==> config.mk <==
export PLATFORM = sky130hd
export DESIGN_NAME = regfile_scoreboard
export DESIGN_NICKNAME = d
export VERILOG_FILES = /design/src/rtl/regfile_scoreboard.sv
export SDC_FILE = /design/constraint.sdc
export NUM_CORES = 2
export LEC_CHECK = 0
export BUFFER_PORTS_ARGS = -buffer_cell sky130_fd_sc_hd__buf_2
export CELL_PAD_IN_SITES_DETAIL_PLACEMENT = 2
export CELL_PAD_IN_SITES_GLOBAL_PLACEMENT = 2
export CORE_MARGIN = 2
export CORE_UTILIZATION = 51
export CTS_CLUSTER_SIZE = 30
export DETAILED_ROUTE_END_ITERATION = 10
export GPL_TIMING_DRIVEN = 1
export PLACE_DENSITY = 0.83
export SLEW_MARGIN = 20
export SYNTH_ARGS = -nofsm -noshare
export SYNTH_HDL_FRONTEND = slang
export SYNTH_SLANG_ARGS = --single-unit
==> constraint.sdc <==
create_clock -name clock -period 16.5 [get_ports clock]
set_input_delay 2.475 -clock clock [delete_from_list [all_inputs] [get_ports clock]]
set_output_delay 2.475 -clock clock [all_outputs]
set_load 0.03 [all_outputs]
==> src/rtl/regfile_scoreboard.sv <==
// Integer register file with a per-register pending-write scoreboard.
// Reads are combinational with optional writeback forwarding; issue stalls on RAW/WAW hazards.
module regfile_scoreboard #(
    parameter int          XLEN    = 32,
    parameter int          NREGS   = 32,
    parameter logic [31:0] SP_INIT = 32'h0100_0000,
    parameter int          BYPASS  = 1,
    localparam int         AW      = $clog2(NREGS)
) (
    input  logic            clock,
    input  logic            reset_n,
    input  logic [AW-1:0]   rs1_addr,
    input  logic [AW-1:0]   rs2_addr,
    output logic [XLEN-1:0] rs1_data,
    output logic [XLEN-1:0] rs2_data,
    input  logic            issue_valid,
    input  logic [AW-1:0]   issue_rd,
    output logic            stall,
    input  logic            wb_valid,
    input  logic [AW-1:0]   wb_rd,
    input  logic [XLEN-1:0] wb_data,
    output logic            rs1_busy,
    output logic            rs2_busy,
    output logic [AW:0]     busy_count
);

    localparam logic [XLEN-1:0] SP_VAL = XLEN'(SP_INIT);

    logic [XLEN-1:0] regs [NREGS];
    logic [NREGS-1:0] busy;
    logic [NREGS-1:0] busy_next;
    logic [NREGS-1:0] wb_hit;
    logic [NREGS-1:0] eff_busy;
    logic             accept;

    function automatic logic [AW:0] count_ones(input logic [NREGS-1:0] v);
        logic [AW:0] cnt;
        cnt = '0;
        for (int i = 0; i < NREGS; i++) begin
            cnt = cnt + (AW+1)'(v[i]);
        end
        return cnt;
    endfunction

    // A writeback in flight only hides its register's busy bit when forwarding exists.
    always_comb begin
        wb_hit = '0;
        if (BYPASS != 0 && wb_valid) begin
            wb_hit[wb_rd] = 1'b1;
        end
        eff_busy = busy & ~wb_hit;
    end

    always_comb begin
        rs1_data = regs[rs1_addr];
        rs2_data = regs[rs2_addr];
        if (BYPASS != 0 && wb_valid && wb_rd == rs1_addr) rs1_data = wb_data;
        if (BYPASS != 0 && wb_valid && wb_rd == rs2_addr) rs2_data = wb_data;
        if (rs1_addr == '0) rs1_data = '0;
        if (rs2_addr == '0) rs2_data = '0;
    end

    // busy[0] is never set, so address 0 naturally reports not busy.
    assign rs1_busy = eff_busy[rs1_addr];
    assign rs2_busy = eff_busy[rs2_addr];
    assign stall    = issue_valid & (rs1_busy | rs2_busy | eff_busy[issue_rd]);
    assign accept   = issue_valid & ~stall;

    // Clear first, then set: a new owner issued on the retiring edge keeps the bit.
    always_comb begin
        busy_next = busy;
        if (wb_valid) begin
            busy_next[wb_rd] = 1'b0;
        end
        if (accept && issue_rd != '0) begin
            busy_next[issue_rd] = 1'b1;
        end
        busy_next[0] = 1'b0;
    end

    always_ff @(posedge clock) begin
        if (!reset_n) begin
            busy       <= '0;
            busy_count <= '0;
        end else begin
            busy       <= busy_next;
            busy_count <= count_ones(busy_next);
        end
    end

    always_ff @(posedge clock) begin
        if (!reset_n) begin
            for (int i = 0; i < NREGS; i++) begin
                regs[i] <= (i == 2) ? SP_VAL : '0;
            end
        end else if (wb_valid && wb_rd != '0) begin
            regs[wb_rd] <= wb_data;
        end
    end

endmodule

* Word-level counts from Yosys, hierarchy flattened
Memory sizes are Yosys's and may differ from the RTL's.
Cells that the tools add are included.
** Storage, ports and cells
- Memories kept :: 1
- Memory bits (writable) :: 1024
- Output and inout bits :: 73
- Flip-flop bits (word level) :: 38
** Memory list
- regs :: depth 32, width 32, rd ports 2, clocked after memory_dff 0, write ports 32, line 29 : logic [XLEN-1:0] regs [NREGS];
** Operators by class
- Eq/ne operators :: 2
- Mux-type cells :: 24
- Reductions and logical operators :: 11
- Bitwise gates (word level) :: 10
- Add/subtract/negate cells :: 30
- Magnitude comparators :: 6
** Operator list (number)
- 2-to-1 mux 32 bit :: 8
- adder 6 x 1 -> 6 bit :: 25
- AND 32 bit :: 2
- NOT 32 bit :: 2
- bitwise OR 32 bit :: 1
- OR reduction 32 bit :: 1
- < comparator 5 x 6 -> 1 bit (second input constant) :: 4
- binary-select mux 1 bit (select 5 bit) :: 3
- demux 1 bit (select 5 bit) :: 2
- == test 5 bit :: 2
- >= comparator 5 x 1 -> 1 bit (second input constant) :: 2
- zero test 5 bit :: 2
- 2-to-1 mux 1 bit :: 10
- nonzero test 5 bit :: 2
- adder 5 x 1 -> 6 bit :: 1
- logical AND 1 bit :: 6
- adder 4 x 1 -> 5 bit :: 1
- 2-to-1 mux 5 bit :: 1
- adder 3 x 1 -> 4 bit :: 1
- adder 2 x 1 -> 3 bit :: 1
- adder 1 x 1 -> 2 bit :: 1
- AND 1 bit :: 2
- bitwise OR 1 bit :: 2
- NOT 1 bit :: 1

* Depth between registers and ports, before layout
- Depth after elaboration :: 46
- Gate-level depth with buffers :: 30
- Gate-level depth less buffers :: 26

* Worst setup path after synthesis
Ideal clock, no wire load.
- Path type :: input to register
- Start :: in wb_rd[0]
- End :: reg busy_count[4]
- Stages on the path :: 29
- Buffers on the path :: 3
- Path slack :: 7.069 ns
- Data arrival time :: 9.289 ns
- Setup time :: 0.142 ns
- Path through :: buf_4 buf_4 nor4bb_1 a21boi_0 a221oi_1 a221oi_1 a311oi_1 a21oi_1 nor3_4 buf_4 a31o_1 fa_1 inv_1 fa_1 inv_1 fa_1 inv_1 fa_1 inv_1 fa_1 inv_1 fa_1 fa_1 inv_1 fa_1 a21o_1 a21oi_1 xor2_1 nor2_1
** On the way
- Word-level cells in the longest chain between the ends :: 46
- Elaborated cells between the ends (all ways) :: 55
** RTL lines
- start, declared :: line 20 : input logic [AW-1:0] wb_rd,
- < comparator 5 x 6 -> 1 bit (not written as such) / >= comparator 5 x 1 -> 1 bit (equally long branches) :: line 49 : wb_hit[wb_rd] = 1'b1;
- logical AND 1 bit (not written as such) :: line 49
- 2-to-1 mux 1 bit (not written as such) :: line 49
- demux 1 bit (select 5 bit) (*) :: line 49
- 2-to-1 mux 32 bit (*) :: line 48 : if (BYPASS != 0 && wb_valid) begin
- NOT 32 bit (*) :: line 51 : eff_busy = busy & ~wb_hit;
- AND 32 bit (*) :: line 51
- binary-select mux 1 bit (select 5 bit) (*) :: line 65 : assign rs2_busy = eff_busy[rs2_addr];
- [... 1 more ...]
- via rs2_busy :: line 23 : output logic rs2_busy,
- [... 6 more ...]
- 2-to-1 mux 32 bit (*) :: line 75 : if (accept && issue_rd != '0) begin
- via busy_next[1] :: line 31 : logic [NREGS-1:0] busy_next;
- adder 1 x 1 -> 2 bit (*) :: line 40 : cnt = cnt + (AW+1)'(v[i]);
- adder 2 x 1 -> 3 bit (*) :: line 40
- adder 3 x 1 -> 4 bit (*) :: line 40
- adder 4 x 1 -> 5 bit (*) :: line 40
- adder 5 x 1 -> 6 bit (*) :: line 40
- adder 6 x 1 -> 6 bit (*) (25 in a row) :: line 40
- end signal, assigned :: line 87 : busy_count <= count_ones(busy_next);
- end, declared :: line 24 : output logic [AW:0] busy_count
The timed path passes the listed nets; every way through them passes the cells marked *. The select of a mux whose other input is x is not followed.
A chain may end at the register's enable or synchronous reset.

* Worst setup path after layout
- Start :: in wb_rd[2]
- End :: reg busy_count[4]
** On the way
- Word-level cells in the longest chain between the ends :: 46
- Elaborated cells between the ends (all ways) :: 55
** RTL lines (line)
- < comparator 5 x 6 -> 1 bit (not written as such) / >= comparator 5 x 1 -> 1 bit (equally long branches) :: 49, 73
- logical AND 1 bit (not written as such) :: 49, 73
- 2-to-1 mux 1 bit (not written as such) :: 49, 73
- demux 1 bit (select 5 bit) (*) :: 49, 73
- 2-to-1 mux 32 bit :: 48
- NOT 32 bit :: 51
- AND 32 bit :: 51
- binary-select mux 1 bit (select 5 bit), on equally long branches :: 64, 65
- [... 7 more ...]
- 2-to-1 mux 32 bit (*) :: 75
- adder 1 x 1 -> 2 bit :: 40
- adder 2 x 1 -> 3 bit :: 40
- adder 3 x 1 -> 4 bit :: 40
- adder 4 x 1 -> 5 bit :: 40
- adder 5 x 1 -> 6 bit :: 40
- adder 6 x 1 -> 6 bit (24 in a row) :: 40
- adder 6 x 1 -> 6 bit (*) :: 40
Mark *: on every way between the ends. The rest lies on a longest branch, timed or not. The select of a mux whose other input is x is not followed.

==> results.py <==
metrics = {
    "outcome": {
        "outcome": "finished, final reports clean",
    },
    "detailed_routing": {
        "routed_wl_um": 262200,
        "drt_iter0_markers": 7172,
        "viasPerCell": 7.732,
        "wire_per_inst_um": 48.67,
        "drt_first_pass_iters": 6,
        "antenna_left": 0,
        "drcViolationCount": 0,
        "via_count": 41650,
    },
    "placement": {
        "dpl.hpwl_um": 142800,
        "io_buffers": 128,
        "gp_congestion": 0.8972,
        "dp_cells": 5138,
        "dpl-instance-area_um2": 60900,
    },
    "layout": {
        "utilization_pct": 56.82,
        "syn_to_final_growth_pct": 10.81,
        "drive_gt1_share_pct": 29.53,
        "fin_cells": 5387,
        "nets": 3830,
        "layout_common_cells": "edfxtp_1 (1024), and2_1 (995), mux4_2 (641), buf_2 (118), clkbuf_16 (116)",
        "stdcell_area_um2": 64790,
        "final_common_cell": "edfxtp_1",
    },
    "clock_tree": {
        "cts_buffer_depth": 3,
        "hold_buffers": 0,
        "post_cts_resized": 0,
        "postCtsSetupBuffers": 0,
        "cts_sinks": 1061,
        "clkTransAtPathRegs_ns": 0.06,
        "cts_buffers": 116,
        "tritoncts": "built",
        "clockRootBuffer": "clkbuf_16",
        "clock_latency_ns": 0.75,
        "htree_levels": 3,
    },
    "timing": {
        "finalHoldWorstSlack_ns": 0.5907,
        "period_minus_slack_ns": 10.47,
        "hold_violations": 0,
        "worst_pin_slew_ns": 1.179,
        "slew_violations": 0,
        "clock.fmax_ghz": 0.09553,
        "rsz0062_at_grt": "false",
        "post-route-period-util_pct": 63.44,
        "clock_skew_ns": 0.02238,
        "setup_violations": 0,
        "slew_headroom_pct": 21.38,
        "fin_tns_setup_ns": 0,
    },
    "synth": {
        "ys_ff_latch": 1061,
        "async_reset_ff_share_pct": 0,
        "seq_area_frac_synth_pct": 53.86,
        "synth_top_area_cell": "edfxtp_1",
        "synth_area_um2": 58470,
        "synth_cell_types": 78,
        "synth_ff_type": "edfxtp_1",
        "synth.top_cell.area_share_pct": 52.59,
        "avgSynthCellArea_um2": 15.51,
        "synth_area_leaders": "edfxtp_1 (53%), mux4_2 (25%), and2_1 (11%)",
        "synth_edf_count": 1024,
        "synth_cells": 3771,
        "synth_warnings": 0,
    },
    "critical_path": {
        "cp_max_fo": 50,
        "slowest_delay_ns": 0.81,
        "crit_buf_inv": 7,
        "cpMostUsedCell": "fa_1",
        "cp_top_family": "adder cells",
        "r2r_end": "busy_count[4]",
        "criticalPathCategory": "in2reg",
        "critical_path_arrival_ns": 11.07,
        "r2r_start": "busy[17]",
        "worstSetupEndpointType": "register",
        "timing.reg2reg.worst_path_depth": 26,
        "r2r_setup_slack_ns": 8.63,
        "worstPathRequired_ns": 17.10,
        "cp-start-kind": "input pin",
        "cp.depth": 27,
        "slowest_stage": "nand4bb_1",
    },
    "min_path": {
        "hold_path_end": "busy[20]",
        "whs_path_depth": 2,
        "hp-start": "busy[20]",
        "hp-class": "reg2reg",
    },
    "floorplanning": {
        "design.core.area_um2": 114000,
        "die_area_um2": 117400,
        "ios": 129,
        "die_h_um": 342.6,
        "die_x_um": 342.6,
        "initial_utilization_pct": 51.27,
        "num_rows": 124,
    },
    "grt": {
        "antenna_found_initial": 39,
        "grt_pass1_vias": 43470,
        "grt_pass1_wl_um": 360900,
        "grt_overflow": 0,
        "grt_start_max_net_pins": 127,
        "gr-usage-all-layers_pct": 45.04,
    },
    "power_and_ir_drop": {
        "p_leak_nw": 22.12,
        "power_density_nw_per_um2": 106.7,
        "irDropWorstVdd_mv": 0.08727,
    },
    "flow_run": {
        "drv_cap": 0,
    },
}
## through the flow
| step | setup WS, ns | power, mW |
|---|---|---|
| after floorplan | 7.069 | 3.787 |
| after global placement | 5.362 | 4.116 |
| after detailed placement | 5.364 | 4.185 |
| after CTS | 6.142 | 6.871 |
| after global routing | 5.631 | 7.007 |
| final | 6.033 | 6.912 |
## Yosys cell counts (19+ instances only)
| library cell | number |
|---|---|
| edfxtp_1 | 1024 |
| and2_1 | 995 |
| mux4_2 | 641 |
| clkbuf_1 | 318 |
| nor2_1 | 101 |
| buf_1 | 66 |
| mux2i_1 | 63 |
| a211oi_1 | 59 |
| nand2_1 | 43 |
| o21ai_0 | 42 |
| dfxtp_1 | 37 |
| inv_1 | 37 |
| a32o_1 | 25 |
| fa_1 | 23 |
| a31oi_1 | 22 |
| nor3_1 | 20 |
| o21a_1 | 20 |
| a21oi_1 | 19 |
| buf_2 | 19 |
| nand2b_1 | 19 |
## logic make-up (layout without fill, tap and decap cells)
family / count (synthesis) / after routing / synth area share [%]
and+or+nand+nor: 1243 / 1243 / 12.86
muxes: 709 / 709 / 25.87
other: 1 / 64 / 0.006414
buffers and inverters: 452 / 493 / 3.000
AOI/OAI and AO/OA: 262 / 262 / 3.283
adders and majority gates: 30 / 30 / 0.9373
DFF: 1061 / 1061 / 53.86
xor gates and xnor gates: 13 / 13 / 0.1947
## power by group
part,internal [mW],switching (mW)
sequential,3.10,0.105
combinational,0.370,0.613
clock,1.52,1.20
total,4.99,1.92
## metal layers
layer	share of wire [%]	global-route usage (%)
met1	33	57.18
met2	46	69.32
met3	13	12.12
met4	7.4	28.15
met5	0.035	0
## registers in the layout, summed over array words and instances (netlist names)
register    cells
busy           31
busy_count      6
regs         1024
## area by class of cell
type                            instances  area [µm²]
Antenna cell                           32       80.08
Sequential cell                      1061       31490
Clock inverter                         75       780.7
Inverter                               40       152.6
Fill cell                            9738       49240
Tap cell                             1512        1892
Clock buffer                          142        3020
Timing Repair Buffer                  236        1543
Multi-Input combinational cell       2289       25830
## worst reg2reg max path: stages (launching register included)
cell	delay, ns
dfxtp_1	0.41
a21boi_0	0.70
a221oi_1	0.18
a221oi_1	0.36
a311oi_1	0.11
a21oi_1	0.61
nor3_4	0.07
buf_4	0.34
a31o_1	0.32
fa_1	0.63
inv_1	0.08
fa_1	0.49
inv_1	0.05
fa_1	0.48
inv_1	0.05
fa_1	0.47
inv_1	0.05
fa_1	0.49
inv_1	0.05
fa_1	0.49
fa_1	0.16
inv_1	0.07
fa_1	0.47
a21o_1	0.20
a21oi_1	0.17
xor2_1	0.16
nor2_1	0.05
## worst max-delay path by stage
stage / from / endpoint / slack (ns)
after floorplan: wb_rd[0] / busy_count[4] / 7.07
after global placement: wb_rd[2] / busy_count[4] / 5.36
after detailed placement: wb_rd[2] / busy_count[4] / 5.36
after CTS: wb_rd[2] / busy_count[4] / 6.14
after global routing: wb_rd[2] / busy_count[4] / 5.63
final: wb_rd[2] / busy_count[4] / 6.03
No activity file was read; power rests on OpenSTA's default activity.
